===== config.mk =====
export PLATFORM = sky130hd
export DESIGN_NAME = traffic_phase_timer_flat
export DESIGN_NICKNAME = d
export VERILOG_FILES = /design/src/rtl/traffic_phase_timer_if.sv /design/src/rtl/traffic_phase_timer.sv /design/src/flat_wrapper.sv
export SDC_FILE = /design/constraint.sdc
export NUM_CORES = 1
export LEC_CHECK = 0
export CORE_UTILIZATION = 45
export DETAILED_ROUTE_END_ITERATION = 8
export PLACE_DENSITY = 0.78
export SLEW_MARGIN = 20
export SYNTH_ARGS = -nofsm -noshare
export SYNTH_HDL_FRONTEND = slang
export SYNTH_SLANG_ARGS = --single-unit

===== constraint.sdc =====
create_clock -name clk -period 1.5 [get_ports clk]
set_input_delay 0.3 -clock clk [delete_from_list [all_inputs] [get_ports clk]]
set_output_delay 0.3 -clock clk [all_outputs]
set_load 0.005 [all_outputs]

===== src/rtl/traffic_phase_timer_if.sv =====
// Signal bundle between the car sensor, the phase sequencer and the highway light driver.
interface traffic_phase_timer_if;
  logic       sensor;
  logic       sensor_sync;
  logic [3:0] hwy_count;
  logic [3:0] cr_count;
  logic [2:0] country_led;
  logic [1:0] phase;

  // Environment side: supplies the raw sensor, observes the sequencer outputs.
  modport master (
    output sensor,
    input  sensor_sync,
    input  hwy_count,
    input  cr_count,
    input  country_led,
    input  phase
  );

  // Sequencer side.
  modport slave (
    input  sensor,
    output sensor_sync,
    output hwy_count,
    output cr_count,
    output country_led,
    output phase
  );
endinterface


===== src/rtl/traffic_phase_timer.sv =====
// Four-phase highway / country-road light sequencer with sensor synchroniser
// and phase counters for the downstream highway light driver.
module traffic_phase_timer #(
  parameter int T  = 10,
  parameter int t  = 3,
  parameter int TC = 5
) (
  input  logic                  clk,
  input  logic                  rst,
  traffic_phase_timer_if.slave  bus
);

  localparam logic [3:0] LP_T  = 4'(T);
  localparam logic [3:0] LP_Y  = 4'(t);
  localparam logic [3:0] LP_TC = 4'(TC);

  typedef enum logic [1:0] {
    HG = 2'b00,
    HY = 2'b01,
    CG = 2'b10,
    CY = 2'b11
  } phase_t;

  logic       r_s1;
  logic       r_sync;
  phase_t     r_state;
  logic [3:0] r_hwy;
  logic [3:0] r_cr;
  logic [2:0] r_led;

  phase_t     w_state_nxt;
  logic [3:0] w_hwy_nxt;
  logic [3:0] w_cr_nxt;
  logic [2:0] w_led_nxt;

  // State, counters, LEDs and synchroniser registers.
  always_ff @(posedge clk) begin
    if (rst) begin
      r_s1    <= 1'b0;
      r_sync  <= 1'b0;
      r_state <= HG;
      r_hwy   <= '0;
      r_cr    <= '0;
      r_led   <= 3'b001;
    end else begin
      r_s1    <= bus.sensor;
      r_sync  <= r_s1;
      r_state <= w_state_nxt;
      r_hwy   <= w_hwy_nxt;
      r_cr    <= w_cr_nxt;
      r_led   <= w_led_nxt;
    end
  end

  // Next phase and next counter values; every transition loads its counters on the same edge.
  always_comb begin
    w_state_nxt = r_state;
    w_hwy_nxt   = r_hwy;
    w_cr_nxt    = r_cr;
    case (r_state)
      HG: begin
        w_cr_nxt = '0;
        if (r_hwy == LP_T) begin
          if (r_sync) begin
            w_state_nxt = HY;
            w_hwy_nxt   = LP_Y;
          end
        end else begin
          w_hwy_nxt = r_hwy + 4'd1;
        end
      end
      HY: begin
        if (r_hwy == 4'd1) begin
          w_state_nxt = CG;
          w_hwy_nxt   = '0;
          w_cr_nxt    = 4'd1;
        end else begin
          w_hwy_nxt = r_hwy - 4'd1;
        end
      end
      CG: begin
        if ((r_cr == LP_TC) || !r_sync) begin
          w_state_nxt = CY;
          w_cr_nxt    = LP_Y;
        end else begin
          w_cr_nxt = r_cr + 4'd1;
        end
      end
      CY: begin
        if (r_cr == 4'd1) begin
          w_state_nxt = HG;
          w_hwy_nxt   = 4'd1;
          w_cr_nxt    = '0;
        end else begin
          w_cr_nxt = r_cr - 4'd1;
        end
      end
      default: begin
        w_state_nxt = HG;
        w_hwy_nxt   = '0;
        w_cr_nxt    = '0;
      end
    endcase
  end

  // Country LEDs decoded from the next phase so the registered LEDs never lag the phase.
  always_comb begin
    w_led_nxt = 3'b001;
    case (w_state_nxt)
      CG:      w_led_nxt = 3'b100;
      CY:      w_led_nxt = 3'b010;
      default: w_led_nxt = 3'b001;
    endcase
  end

  assign bus.sensor_sync = r_sync;
  assign bus.hwy_count   = r_hwy;
  assign bus.cr_count    = r_cr;
  assign bus.country_led = r_led;
  assign bus.phase       = r_state;

endmodule


===== src/flat_wrapper.sv =====
// flat-port wrapper written by rule: the top's interface ports become plain ports
module traffic_phase_timer_flat 
#(
  parameter int T  = 10,
  parameter int t  = 3,
  parameter int TC = 5
)
  (clk, rst, bus_sensor, bus_sensor_sync, bus_hwy_count, bus_cr_count, bus_country_led, bus_phase);
  traffic_phase_timer_if bus_i ();
  input  logic clk;
  input  logic rst;
  input wire logic [$bits(bus_i.sensor)-1:0] bus_sensor;
  output wire logic [$bits(bus_i.sensor_sync)-1:0] bus_sensor_sync;
  output wire logic [$bits(bus_i.hwy_count)-1:0] bus_hwy_count;
  output wire logic [$bits(bus_i.cr_count)-1:0] bus_cr_count;
  output wire logic [$bits(bus_i.country_led)-1:0] bus_country_led;
  output wire logic [$bits(bus_i.phase)-1:0] bus_phase;
  assign bus_i.sensor = bus_sensor;
  assign bus_sensor_sync = bus_i.sensor_sync;
  assign bus_hwy_count = bus_i.hwy_count;
  assign bus_cr_count = bus_i.cr_count;
  assign bus_country_led = bus_i.country_led;
  assign bus_phase = bus_i.phase;
  traffic_phase_timer #(.T(T), .t(t), .TC(TC)) u_core (.clk(clk), .rst(rst), .bus(bus_i));
endmodule

---- Word level (Yosys, flattened, before mapping) ----
Index checks and enable logic that the tools add are counted.
W data, S select, Z words.
operators by class
  eq/ne operators ......................... 12
  reductions and logical operators ........ 5
  mux-type cells .......................... 16
  add/sub/neg operators ................... 4
operators by type and width
  kind                   count
  $mux W4                7
  $pmux W4 S4            1
  $pmux W4 S3            1
  $mux W2                5
  $add A4 B1 Y4 const B  2
  $eq A2 B2 Y1 const B   4
  $eq A4 B1 Y1 const B   2
  $pmux W2 S4            1
  $sub A4 B1 Y4 const B  2
  $pmux W3 S2            1
  $eq A4 B3 Y1 const B   1
  $eq A4 B4 Y1 const B   1
  $ne A2 B1 Y1 const B   2
  $ne A3 B2 Y1 const B   1
  $reduce_and A3 Y1      1
  $reduce_bool A3 Y1     1
  $eq A2 B1 Y1 const B   1
  $logic_not A2 Y1       1
  $logic_not A1 Y1       1
  $logic_or A1 B1 Y1     1
storage, ports and cells
  word-level logic and storage cells ...... 43
  output and inout port bits .............. 14
  bits of input ports ..................... 3
  register bits after elaboration ......... 15

---- Logic depth before layout (Yosys ltp) ----
Gate-level depths: netlist (run 1).
  depth after elaboration ................. 6
  depth in mapped cells ................... 6
  depth with buffers taken out ............ 6

---- Least setup slack after synthesis (run 1) ----
Ideal clock, no wire load.
  kind .................................... reg-to-reg
  from .................................... register u_core.r_hwy[0] (netlist: u_core.bus.hwy_count[0])
  to ...................................... register u_core.r_led[2] (netlist: u_core.bus.country_led[2])
  arrival time ............................ 1.568 ns
  required time ........................... 1.427 ns
  library setup time ...................... 0.073 ns
  path buffers ............................ 0
  slack ................................... -0.141 ns
  period minus slack after synthesis ...... 1.641 ns
  stages on the path, launching flop included .. 7
  cell sequence ........................... dfxtp_1 -> inv_1 -> ha_1 -> and3b_1 -> and3_4 -> nor4_2 -> nor3b_2
on the way
  cells in the longest elaborated chain, start to end .. 5
  elaborated cells between the ends (all ways) .. 8
  those cells by class .................... eq/ne (4); mux (4)
RTL lines
  element                                       RTL line                                              RTL
  start, declared                               traffic_phase_timer.sv:27                             logic [3:0] r_hwy;
  start signal, assigned                        traffic_phase_timer.sv:49                             r_hwy <= w_hwy_nxt;
  $eq A4 B1 Y1 or $eq A4 B4 Y1 (tied branches)  traffic_phase_timer.sv:73, traffic_phase_timer.sv:63
  $mux W2 (on tied branches)                    traffic_phase_timer.sv:73, traffic_phase_timer.sv:63
  $pmux W2 S4 *                                 traffic_phase_timer.sv:60                             case (r_state)
  $eq A2 B2 Y1                                  traffic_phase_timer.sv:109                            case (w_state_nxt)
  $pmux W3 S2 *                                 traffic_phase_timer.sv:109
  end signal, assigned                          traffic_phase_timer.sv:51                             r_led <= w_led_nxt;
  end, declared                                 traffic_phase_timer.sv:29                             logic [2:0] r_led;
Mark *: on every way between the ends. The rest lies on a longest branch, timed or not.
A chain may end at the register's enable or synchronous reset.

---- Worst setup path after layout (run 1) ----
Ends and elaborated chain as after synthesis.

==> results.py, run 1 <==
metrics = {
    "timing": {
        "slew_violations": 0,
        "setup_slack_ns": -0.0714,
        "max_freq_ghz": 0.636,
        "rsz0062_at_grt": "yes",
        "setup_viol": 5,
        "post-route-period-util": 1.05,
        "tightest_slew_ns": 0.385,
        "period_minus_slack_ns": 1.57,
        "slew_headroom": 0.740,
        "final_hold_viol_count": 0,
        "clock_skew_ns": 0.00519,
    },
    "worst_hold_path": {
        "whs_endpoint": "u_core.bus.sensor_sync$_SDFF_PP0_",
        "hold_start": "u_core.r_s1$_SDFF_PP0_",
        "hp-class": "reg -> reg",
        "whs_path_depth": 1,
    },
    "place": {
        "dpl.hpwl_um": 1710,
        "dp_slack_ns": -0.103,
        "portBuffers": 16,
        "gp_congestion": 0.881,
    },
    "worst_setup_path": {
        "path_cells": "inv_4 -> ha_4 -> and3b_1 -> and3_4 -> nor4_4 -> nor3b_2",
        "crit_family": "simple AND/OR/NAND/NOR gates",
        "rrSetupSlack_ns": -0.07,
        "required_ns": 1.72,
        "end_kind": "flop",
        "cp.buffers_inverters": 1,
        "reg2reg_to": "u_core.bus.country_led[2]$_SDFF_PP0_",
        "max_stage_delay_ns": 0.38,
        "r2r-start": "u_core.bus.hwy_count[0]$_SDFFE_PP0P_",
        "cp_max_fo": 4,
        "reg2reg_depth": 6,
        "cp-start-kind": "flop",
        "cp_data_arrival_time_ns": 1.79,
        "crit_slowest_cell": "dfxtp_4",
        "crit_type": "reg -> reg",
    },
    "die": {
        "start_util": 0.476,
        "core_um2": 1940,
        "fp.dieH_um": 47.3,
        "die_width_um": 47.3,
        "io_pins": 17,
        "num_rows": 16,
        "dieArea_um2": 2240,
    },
    "route": {
        "top_layer": "met4",
        "first_pass_iters": 4,
        "wl_met1_um": 1140,
        "viasPerCell": 5.48,
        "wire_per_inst_um": 14.9,
        "wl_met3_um": 111,
        "drt_iter0_markers": 30,
        "via_count": 964,
        "drtAntennaViolNets": 0,
        "routed_wl_um": 2620,
        "drc_errors": 0,
        "dr_wl_met2_um": 1330,
    },
    "status": {
        "status": "complete, but fails checks",
        "violations": "negative setup slack",
    },
    "finish": {
        "final_nets": 160,
        "fill_cells": 129,
        "layout-drive-gt1-share": 0.450,
        "diodes": 0,
        "final_common_cell": "buf_4",
        "final_cell_mix": "buf_4 (28), nand2_1 (8), clkdlybuf4s50_1 (8)",
        "area_delta_synth_final_pct": 60.9,
    },
    "power": {
        "power_uw": 1190,
        "peakVddDrop_uv": 823,
        "p_per_area_nw_per_um2": 802,
        "p_leak_uw": 0.000680,
    },
    "logic_synthesis": {
        "avgSynthCellArea_um2": 8.89,
        "synthesis.instances": 104,
        "synth_top_cell_by_area": "dfxtp_1",
        "synth_warnings": 0,
        "ys_types": 46,
        "syn_nets": 114,
        "seq_area_frac_synth": 0.325,
        "yosysTopAreaCellShare": 0.325,
        "netlist_top_cells_area": "dfxtp_1 (32%), ha_1 (9.5%), inv_1 (3.2%), nand2_1 (3.2%), a211oi_1 (2.4%)",
        "netlist_area_um2": 925,
        "ys_seq_elements": 15,
    },
    "global_routing": {
        "antenna_found_initial": 0,
        "gr-total-overflow": 0,
        "grt_max_degree": 11,
        "grt_use_total": 0.238,
        "grt_pass1_wl_um": 3710,
        "grt_pass1_vias": 857,
    },
    "clock_tree": {
        "clock_latency_ns": 0.28,
        "htree_levels": 1,
        "ctsHoldBuffers": 0,
        "cts_buffer_depth": 2,
        "cts_buffers": 3,
        "root_buffer": "clkbuf_4",
        "cts.sink_count": 15,
        "path_clk_slew_ns": 0.09,
        "cts_tree": "built",
    },
    "run": {
        "maxCapViolations": 0,
    },
}
==> sequential cells by signal, indices dropped and copies added (netlist names) <==
name	flops
u_core.bus.sensor_sync	1
u_core.bus.phase	2
u_core.bus.cr_count	4
u_core.bus.country_led	3
u_core.bus.hwy_count	4
u_core.r_s1	1
==> power by group <==
part | switching, uW | internal (uW) | leakage [uW]
clock network | 130 | 99.1 | 0.0000177
registers | 43.7 | 437 | 0.000129
logic | 221 | 263 | 0.000533
==> cell usage after synthesis, drive strengths merged <==
master,instances
a211oi,4
a21boi,1
a21oi,3
a22oi,1
a311oi,1
a31o,1
a31oi,3
and2,1
and3,1
and3b,1
and4bb,1
buf,3
clkbuf,2
dfxtp,15
ha,7
inv,8
mux2,1
nand2,8
nand2b,1
nand3,3
nand3b,2
nand4,1
nor2,7
nor2b,3
nor3,1
nor3b,5
nor4,2
nor4b,2
o211ai,1
o21ai,3
o21bai,2
o22a,1
o22ai,2
o31a,1
o31ai,1
o32a,1
o32ai,1
or2,1
xnor2,1
==> cell families after synthesis <==
group                      count (synthesis)  synth area share
and+or+nand+nor                           40             0.284
AOI/OAI and AO/OA                         27             0.211
DFF                                       15             0.325
buffers and inverters                     13            0.0636
adders and majority gates                  7            0.0947
xor gates and xnor gates                   1           0.00947
muxes                                      1            0.0122
==> worst reg2reg max path, cell delays in order, from the launching register on <==
cell and delay, ns:
dfxtp_4 0.38, inv_4 0.05, ha_4 0.15, and3b_1 0.20, and3_4 0.19, nor4_4 0.34, nor3b_2 0.21
==> metrics by stage <==
step	TNS [ns]	hold WS (ns)	instance area [um^2]	util	cells
after floorplan	0	0.414	940	-	104
after global placement	-0.168	0.417	1280	0.658	165
after detailed placement	-0.434	0.452	1280	0.658	165
after CTS	-0.0608	0.465	1390	0.717	173
after global routing	-0.567	0.468	1490	0.766	176
final	-0.216	0.454	1490	0.766	176
==> worst max path at each step <==
stage                                               startpoint  cells past startpoint                                   end  slack, ns
after global routing      u_core.bus.hwy_count[1]$_SDFFE_PP0P_                      6  u_core.bus.country_led[2]$_SDFF_PP0_      -0.11
after detailed placement  u_core.bus.hwy_count[1]$_SDFFE_PP0P_                      6  u_core.bus.country_led[2]$_SDFF_PP0_      -0.10
final                     u_core.bus.hwy_count[0]$_SDFFE_PP0P_                      6  u_core.bus.country_led[2]$_SDFF_PP0_      -0.07
after global placement    u_core.bus.hwy_count[1]$_SDFFE_PP0P_                      6  u_core.bus.country_led[2]$_SDFF_PP0_      -0.08
after CTS                 u_core.bus.hwy_count[1]$_SDFFE_PP0P_                      6  u_core.bus.country_led[2]$_SDFF_PP0_      -0.03
after floorplan           u_core.bus.hwy_count[0]$_SDFFE_PP0P_                      6  u_core.bus.country_led[2]$_SDFF_PP0_      0.005
==> layout make-up <==
| cell class | count | area (um^2) | share of cell area |
|---|---|---|---|
| multi-input cells | 76 | 659 | 0.443 |
| flip-flops and latches | 15 | 332 | 0.223 |
| clock buffers | 3 | 22.5 | 0.0151 |
| well taps | 27 | 33.8 | 0.0227 |
| clock inverters | 1 | 5.00 | 0.00336 |
| repair buffers | 46 | 403 | 0.271 |
| inverters | 8 | 32.5 | 0.0219 |
==> timing repair <==
item,in CTS,in global routing
resized for setup,25,18
pin swaps,4,5
cloned,0,0
endpoints found under the setup margin,18,18
setup buffers,4,3
==> metal layers <==
layer  up-vias  track usage
li1        471            -
met1       459        0.274
met2        30        0.433
met3         4       0.0346
met4         0       0.0971
met5         -            0
(Power assumes the default switching activity.)
==> run 2: changes to the inputs <==
--- a/config.mk
+++ b/config.mk
@@ -12,3 +12,4 @@
 export SYNTH_ARGS = -nofsm -noshare
 export SYNTH_HDL_FRONTEND = slang
 export SYNTH_SLANG_ARGS = --single-unit
+export TNS_END_PERCENT = 50
==> constraint.sdc (replaced) <==
create_clock -name clk -period 1.4 [get_ports clk]
set_input_delay 0.28 -clock clk [delete_from_list [all_inputs] [get_ports clk]]
set_output_delay 0.28 -clock clk [all_outputs]
set_load 0.005 [all_outputs]
==> run 2 against run 1 <==
- the flow still finishes with violations (negative setup slack)
- sequential share of layout area down 0.69 points
- flip-flop and latch count unchanged
- critical path depth rose by 1
- final area grew 4.4%
- clock-buffer cell count did not move
- global-route usage increased by 4.1 points
- first-iteration DRC count up 20%
- maximum frequency rose by 2.5%
- critical path type unchanged
- critical endpoint is now u_core.bus.country_led[1]$_SDFF_PP0_
- largest cell class unchanged
- highest routed layer unchanged
==> results.py, run 2 (synthesis gave the netlist of run 1 again) <==
metrics = {
    "finish": {
        "diodes": 0,
        "final_common_cell": "buf_4",
        "layout-drive-gt1-share": 0.523,
        "area_delta_synth_final_pct": 67.9,
        "fin_area_um2": 1550,
        "final_cell_mix": "buf_4 (27), dlygate4sd2_1 (10), nand2_1 (8), dfxtp_4 (8)",
        "final_nets": 162,
    },
    "status": {
        "violations": "negative setup slack",
        "status": "complete, but fails checks",
    },
    "place": {
        "placed_cell_area_um2": 1290,
        "dpl.hpwl_um": 1630,
        "portBuffers": 16,
        "gp_congestion": 0.840,
    },
    "worst_setup_path": {
        "cp_data_arrival_time_ns": 1.76,
        "reg2reg_depth": 7,
        "path_cells": "inv_4 -> ha_4 -> nor3b_4 -> nor2_4 -> nor4_4 -> buf_4 -> nor2_4",
        "end_kind": "flop",
        "crit_slowest_cell": "dfxtp_4",
        "cp_max_fo": 3,
        "cp-start-kind": "flop",
        "crit_type": "reg -> reg",
        "required_ns": 1.63,
        "cp_num_cells": 7,
        "cp.buffers_inverters": 2,
        "path_common_cell": "nor2_4",
        "rrSetupSlack_ns": -0.13,
        "crit_family": "simple AND/OR/NAND/NOR gates",
        "max_stage_delay_ns": 0.38,
    },
    "clock_tree": {
        "path_clk_slew_ns": 0.12,
        "clock_latency_ns": 0.32,
        "ctsHoldBuffers": 0,
        "htree_levels": 1,
        "cts.sink_count": 15,
        "cts_buffers": 3,
        "root_buffer": "clkbuf_4",
        "cts_tree": "built",
        "cts_buffer_depth": 2,
    },
    "timing": {
        "tightest_slew_ns": 0.414,
        "slew_violations": 0,
        "max_freq_ghz": 0.652,
        "rsz0062_at_grt": "yes",
        "final_hold_viol_count": 0,
        "period_minus_slack_ns": 1.53,
        "post-route-period-util": 1.10,
        "setup_viol": 11,
        "whs_ns": 0.493,
        "slew_headroom": 0.724,
        "clock_skew_ns": 0.00741,
        "setup_slack_ns": -0.134,
    },
    "route": {
        "drc_errors": 0,
        "drt_iter0_markers": 36,
        "routed_wl_um": 3420,
        "via_count": 1082,
        "first_pass_iters": 4,
        "viasPerCell": 6.08,
        "wire_per_inst_um": 19.2,
        "drtAntennaViolNets": 0,
    },
    "die": {
        "dieArea_um2": 2240,
        "start_util": 0.476,
        "die_width_um": 47.3,
        "num_rows": 16,
        "io_pins": 17,
        "fp.dieH_um": 47.3,
        "core_um2": 1940,
    },
    "global_routing": {
        "grt_pass1_wl_um": 4200,
        "grt_pass1_vias": 906,
        "antenna_found_initial": 0,
        "grt_max_degree": 11,
        "gr-total-overflow": 0,
        "grt_use_total": 0.278,
    },
    "worst_hold_path": {
        "hp-class": "reg -> reg",
        "whs_path_depth": 1,
    },
    "power": {
        "p_per_area_nw_per_um2": 909,
        "peakVddDrop_uv": 964,
        "p_leak_uw": 0.000666,
    },
    "run": {
        "maxCapViolations": 0,
    },
}
## run 2: changes by cell type in the layout (fill, tap and decap cells not counted), sizes merged
cell	previous run	this run
clkbuf	3	4
dlygate4sd2	2	10
clkdlybuf4s15	1	2
clkdlybuf4s50	8	2
buf	30	32
dlymetal6s2s	5	1
## run 2: path summary, 6_finish.rpt
path | start | end
worst max-delay path | u_core.bus.hwy_count[1]$_SDFFE_PP0P_ | u_core.bus.country_led[1]$_SDFF_PP0_
worst min-delay path | u_core.r_s1$_SDFF_PP0_ | u_core.bus.sensor_sync$_SDFF_PP0_
worst max register to register | u_core.bus.hwy_count[1]$_SDFFE_PP0P_ | u_core.bus.country_led[1]$_SDFF_PP0_
worst min register to register | u_core.r_s1$_SDFF_PP0_ | u_core.bus.sensor_sync$_SDFF_PP0_
## run 2: final cells by class
type                    count  area, um^2
multi-input cells          76         706
clock inverters             1        5.00
repair buffers             48         413
clock buffers               3        22.5
fillers                   111         389
inverters                   8        37.5
flip-flops and latches     15         335
well taps                  27        33.8
## run 2: timing repair
item / CTS / global route
endpoints found under the setup margin: 26 / 14
setup buffers: 6 / 4
resized for setup: 39 / 22
pin swaps: 5 / 7
hold endpoints to repair: 0 / 0
## run 2: worst reg2reg max path: stages (launching register included)
cell,delay (ns)
dfxtp_4,0.38
inv_4,0.06
ha_4,0.12
nor3b_4,0.29
nor2_4,0.09
nor4_4,0.31
buf_4,0.17
nor2_4,0.03
## run 2: power by group
group | total [uW] | switching [uW] | internal, uW
Clock | 295 | 188 | 107
Sequential | 522 | 53.3 | 469
Combinational | 594 | 282 | 312
Total | 1410 | 523 | 888
## run 2: metal layers
layer | up-vias | track usage | wire [um]
li1 | 479 | - | -
met1 | 516 | 0.350 | 1340
met2 | 73 | 0.427 | 1670
met3 | 14 | 0.0808 | 301
met4 | 0 | 0.149 | 114
met5 | - | 0 | 0
## run 2: per-stage QoR
stage / TNS, ns / total power (uW) / util / setup slack, ns / instances
final: -1.04 / 1410 / 0.800 / -0.134 / 178
after global routing: -1.79 / 1460 / 0.800 / -0.217 / 178
after CTS: -0.740 / 1250 / 0.742 / -0.105 / 174
after detailed placement: -0.527 / 959 / 0.664 / -0.0904 / 164
after global placement: -0.279 / 947 / 0.664 / -0.0919 / 164
after floorplan: -0.00343 / 761 / - / -0.00343 / 104
==> run 3: changes to the inputs <==
--- a/config.mk
+++ b/config.mk
@@ -5,9 +5,11 @@
 export SDC_FILE = /design/constraint.sdc
 export NUM_CORES = 1
 export LEC_CHECK = 0
-export CORE_UTILIZATION = 45
+export CELL_PAD_IN_SITES_DETAIL_PLACEMENT = 1
+export CELL_PAD_IN_SITES_GLOBAL_PLACEMENT = 1
+export CORE_UTILIZATION = 30
 export DETAILED_ROUTE_END_ITERATION = 8
-export PLACE_DENSITY = 0.78
+export PLACE_DENSITY = 0.71
 export SLEW_MARGIN = 20
 export SYNTH_ARGS = -nofsm -noshare
 export SYNTH_HDL_FRONTEND = slang
==> run 3 against run 2 <==
- the flow finishes with violations (design-rule violations, negative setup slack)
- first-iteration DRC count down 56%
- sequential share of layout area is 0.36 points higher
- register-to-register slack got worse by 0.05 ns
- maximum frequency shrank 2.9%
- die area up 48%
- critical endpoint is now u_core.bus.phase[0]$_SDFF_PP0_
- flip-flop and latch count unchanged
- wire length decreased by 10%
- critical path depth stayed put
- largest power group unchanged
- highest routed layer unchanged
- clock power shrank 9.8%
- utilization decreased by 27 points
==> results.py, run 3 (synthesis gave the netlist of run 1 again) <==
metrics = {
    "status": {
        "status": "complete, but fails checks",
        "violations": "design-rule violations, negative setup slack",
    },
    "route": {
        "viasPerCell": 5.39,
        "via_count": 976,
        "drc_errors": 1,
        "drtAntennaViolNets": 0,
        "wire_per_inst_um": 17.0,
        "first_pass_iters": 6,
        "routed_wl_um": 3070,
        "drt_iter0_markers": 16,
    },
    "timing": {
        "setup_tns_ns": -1.16,
        "post-route-period-util": 1.13,
        "setup_viol": 12,
        "final_hold_viol_count": 0,
        "period_minus_slack_ns": 1.58,
        "slew_headroom": 0.773,
        "setup_slack_ns": -0.180,
        "tightest_slew_ns": 0.336,
        "slew_violations": 0,
        "max_freq_ghz": 0.633,
        "clock_skew_ns": 0.00210,
        "rsz0062_at_grt": "yes",
    },
    "die": {
        "io_pins": 17,
        "core_um2": 2830,
        "dieArea_um2": 3310,
        "die_width_um": 57.5,
        "start_util": 0.327,
        "num_rows": 19,
        "fp.dieH_um": 57.5,
    },
    "global_routing": {
        "grt_max_degree": 11,
        "grt_pass1_wl_um": 4660,
        "grt_pass1_vias": 1001,
        "antenna_found_initial": 0,
        "grt_use_total": 0.188,
        "gr-total-overflow": 0,
    },
    "worst_setup_path": {
        "cp_max_fo": 4,
        "startpoint": "u_core.bus.hwy_count[0]$_SDFFE_PP0P_",
        "cp-start-kind": "flop",
        "crit_family": "simple AND/OR/NAND/NOR gates",
        "max_stage_delay_ns": 0.40,
        "crit_slowest_cell": "dfxtp_4",
        "crit_type": "reg -> reg",
        "required_ns": 1.59,
        "cp.buffers_inverters": 2,
        "path_cells": "inv_4 -> ha_4 -> and3b_1 -> and3_4 -> nor4_4 -> buf_4 -> nor2_1",
        "r2r-start": "u_core.bus.hwy_count[0]$_SDFFE_PP0P_",
        "end_kind": "flop",
        "cp_data_arrival_time_ns": 1.77,
    },
    "finish": {
        "diodes": 0,
        "final_common_cell": "buf_4",
        "layout-drive-gt1-share": 0.507,
        "final_nets": 161,
        "area_delta_synth_final_pct": 63.3,
        "fin_area_um2": 1510,
        "final_cell_mix": "buf_4 (27), dlygate4sd2_1 (11), nand2_1 (7), dfxtp_4 (7), buf_6 (5)",
        "fill_cells": 328,
    },
    "worst_hold_path": {
        "hold_start": "u_core.r_s1$_SDFF_PP0_",
        "hp-class": "reg -> reg",
    },
    "clock_tree": {
        "htree_levels": 1,
        "cts_tree": "built",
        "cts.sink_count": 15,
        "cts_buffers": 3,
        "cts_buffer_depth": 2,
        "path_clk_slew_ns": 0.10,
        "clock_latency_ns": 0.29,
        "root_buffer": "clkbuf_4",
    },
    "run": {
        "maxCapViolations": 0,
    },
    "power": {
        "peakVddDrop_uv": 616,
        "p_per_area_nw_per_um2": 878,
        "p_leak_uw": 0.000671,
    },
    "place": {
        "dpl.hpwl_um": 2000,
        "gp_congestion": 0.789,
        "dp_slack_ns": -0.154,
        "placed_cell_area_um2": 1290,
        "portBuffers": 16,
    },
}
run 3: changes by cell type in the layout (fill, tap and decap cells not counted), sizes merged:
cell	previous run	this run
dlymetal6s2s	1	2
clkdlybuf4s15	2	0
dlygate4sd2	10	11
clkbuf	4	3
run 3: where the power goes:
group | internal [uW] | total (uW) | switching, uW
clock network | 106 | 266 | 160
registers | 469 | 526 | 56.2
logic | 292 | 534 | 242
run 3: per-layer routing:
metal / track usage / share of wire
met1: 0.224 / 0.44
met2: 0.331 / 0.52
met3: 0.0317 / 0.032
met4: 0.0767 / 0.0075
met5: 0 / 0
run 3: worst paths after layout:
path / to / slack [ns] / depth (start not counted)
hold reg to reg: u_core.bus.sensor_sync$_SDFF_PP0_ / 0.45 / 1
hold / removal: u_core.bus.sensor_sync$_SDFF_PP0_ / 0.45 / 1
setup / recovery: u_core.bus.phase[0]$_SDFF_PP0_ / -0.18 / 7
setup reg to reg: u_core.bus.phase[0]$_SDFF_PP0_ / -0.18 / 7
run 3: area by class of cell:
class                   count  area [um^2]  share of cell area
clock inverters             1         5.00             0.00331
repair buffers             47          400               0.265
multi-input cells          76          677               0.448
flip-flops and latches     15          332               0.220
well taps                  31         38.8              0.0257
inverters                   8         35.0              0.0232
clock buffers               3         22.5              0.0149
run 3: repair_timing:
action / 4_1_cts / 5_1_grt
hold buffers: 0 / 0
endpoints found under the setup margin: 24 / 15
pin swaps: 3 / 7
resized for setup: 39 / 12
buffers inserted: 6 / 3
run 3: through the flow:
step	hold WS [ns]	cells	power (uW)	utilization
3_3_place_gp	0.417	168	949	0.458
5_1_grt	0.457	181	1400	0.534
4_1_cts	0.449	178	1290	0.511
3_5_place_dp	0.431	168	976	0.458
2_1_floorplan	0.408	104	761	-
6_report	0.447	181	1330	0.534
==> patch: new RTL, flow settings as in run 1 <==
Take the reset off `r_cr` and load it in a clocked block of its own.
--- a/src/rtl/traffic_phase_timer.sv
+++ b/src/rtl/traffic_phase_timer.sv
@@ -42,3 +42,2 @@
       r_hwy   <= '0;
-      r_cr    <= '0;
       r_led   <= 3'b001;
@@ -49,5 +48,8 @@
       r_hwy   <= w_hwy_nxt;
-      r_cr    <= w_cr_nxt;
       r_led   <= w_led_nxt;
     end
+  end
+
+  always_ff @(posedge clk) begin
+    r_cr <= w_cr_nxt;
   end
Formal check against the unedited RTL: no difference found for any inputs over 10 cycles, from zero or initial values and one cycle with rst high; that may be too few to reach the edited logic, so the function may still have changed.
==> patch against run 1 <==
- the run still ends with setup timing left
- clock skew is 0.0034 ns lower
- worst setup slack worse by 0.013 ns
- sequential power is 6.4% lower
- die area is 3.5% higher
- routed wire length is 0.46% higher
- sequential cell count stayed put
- largest cell class unchanged
- sequential share of layout area is 1.3 points higher
- power is 21% lower
- synthesized area is 3.7% higher
- design area is 2.5% higher
- global-route usage is 1.1 points higher
- non-clock buffer count stayed put
- critical path depth is 1 higher
==> patch: results (changes against run 1) <==
| Metric | Value |
|---|---|
| Number of diodes | 0 (unchanged) |
| Final cell count without fillers | 178 (+1.1%) |
| Layout cell share with drive strength beyond 1 | 0.4437 (-0.005956) |
| Netlist cell types | 43 (-6.5%) |
| Critical path launch point type | flop |
| Hold Crit Start | u_core.r_s1$_SDFF_PP0_ |
| Min Hold Slack | 0.4468 ns (-0.007173 ns) |
| Clk_lat worst skew | 0.30 ns (+0.02 ns) |
| R2R Path Start | u_core.bus.cr_count[1]$_DFFE_PP_ |
| GP Congestion | 0.8322 (-5.5%) |
| Critical Path Max Stage Delay | 0.43 ns (+0.05 ns) |
| Failing checks | setup timing |
| Syn Inst Count | 102 (-1.9%) |
| Number of flops mapped to enable cells by yosys | 4 (+4) |
| Total number of yosys warnings | 0 (unchanged) |
| Dpl cells | 157 (-4.8%) |
| Compound-gate portion of the synthesized area | 0.2285 (+0.01736) |
| Final worst setup slack | -0.08406 ns (-0.01266 ns) |
| Routed WL per cell | 14.78 µm (-0.67%) |
| R2R depth | 7 (+1) |
| Initial antenna violation count | 0 (unchanged) |
| Slew headroom | 0.7522 (+0.01243) |
| Worst EP arrival | 1.79 ns (about the same) |
| Mux contribution to synthesized area | 0.01044 (-0.001735) |
| Async SR Flop Fraction | 0 (unchanged) |
| Pre-CTS setup slack | -0.04819 ns (+0.05458 ns) |
| Clock slew at the register clock pins of the worst setup and hold paths | 0.09 ns (about the same) |
| Longest Clk Path Bufs | 2 (unchanged) |
| GRT Util Overall | 0.2490 (+0.01124) |
| Setup crit end | u_core.bus.country_led[2]$_SDFF_PP0_ |
| Post-Synth Adder-Cell Area | 0.09138 (-0.003339) |
| Clk_skew | 0.001759 ns (-0.003431 ns) |
| Final Setup Violations | 6 (+1) |
| Setup TNS Final | -0.2537 ns (-0.03797 ns) |
| Largest net degree at the start of global routing | 10 (-1) |
| Worst Path Max Fanout | 4 (unchanged) |
| Root buffer cell | clkbuf_4 |
| Sequential share of the synthesized area | 0.3551 (+0.03033) |
| Initial DRC Count | 26 (-13%) |
| Synth top area cells | dfxtp_1 23%, edfxtp_1 13%, ha_1 9.1% |
| Worst min path class | reg2reg |
| Routed vias | 976 (+1.2%) |
| HPWL Detailed | 1.621 mm (-5.1%) |
| Synth cell count leaders | 11 x dfxtp_1, 9 x inv_1, 9 x nor2_1, 7 x ha_1 |
| Drt first pass iters | 4 (unchanged) |
| Status | finished with violations |
| Maximum vdd ir drop | 0.5837 mV (-29%) |
| Int Pwr | 674.8 µW (-16%) |
| CP max stage cell | edfxtp_1 |
| XOR/XNOR Fraction of Synth Area | 0 (-0.009472) |
| First-pass GRT wire length | 3.801 mm (+2.4%) |
| H-tree depth | 1 (unchanged) |
| DP Area | 0.001257 mm² (-1.6%) |
| Num CTS Buffers | 3 (unchanged) |
| Hold-fix buffers, CTS | 0 (unchanged) |
| Static Leakage | 0.6471 nW (-4.9%) |
| Port Buffer Count | 16 (unchanged) |
| Vias in the first global route | 871 (+1.6%) |
| Syn_nets | 112 (-1.8%) |
## patch: cell types whose count changed in the layout (fill, tap and decap cells not counted), sizes merged, moves of 3 or more
cell | run 1 | this run
nor3 | 1 | 4
nor3b | 5 | 1
edfxtp | 0 | 4
dlymetal6s2s | 5 | 0
dlygate4sd2 | 2 | 5
dfxtp | 15 | 11
a21oi | 3 | 7
a31oi | 3 | 0
## patch: area by class of cell
| class | count | area (µm²) |
|---|---|---|
| clock buffers | 3 | 22.52 |
| clock inverters | 1 | 5.005 |
| fillers | 141 | 456.7 |
| inverters | 10 | 37.54 |
| multi-input cells | 76 | 673.1 |
| flip-flops and latches | 15 | 359.1 |
| well taps | 27 | 33.78 |
| repair buffers | 46 | 394.1 |
## patch: cells by family (layout without fill, tap and decap cells)
family,Yosys count,after routing
flip-flops,15,15
multiplexers,1,1
AND/OR/NAND/NOR,40,40
adder cells (fa/ha/maj),7,7
buffers and inverters,11,60
AO/OA/AOI/OAI,28,28
## patch: critical path, delay by kind of cell, from the launching register on
kind            cells  cell delay (ns)
flops               1             0.43
simple gates        3             0.39
buf+inv             2             0.29
compound gates      1             0.25
fa+ha+maj           1             0.14
## patch: power groups by stage
stage          sequential (mW)  combinational, mW  clock [mW]
2_1_floorplan            0.478             0.0721           0
3_3_place_gp             0.473              0.166           0
3_5_place_dp             0.474              0.170           0
4_1_cts                  0.449              0.219       0.249
5_1_grt                  0.452              0.277       0.265
6_report                 0.450              0.256       0.242
## patch: repair_timing
action | 4_1_cts | 5_1_grt
buffers inserted | 11 | 6
gates cloned | 0 | 0
hold endpoints to repair | 0 | 0
pin swaps | 4 | 17
setup endpoints to repair | 13 | 11
resized for setup | 22 | 17
## patch: layer usage
metal	routed length, µm	track usage
met2	1355	0.4053
met4	142	0.1889
met5	0	0
met3	101	0.05185
met1	1031	0.2844
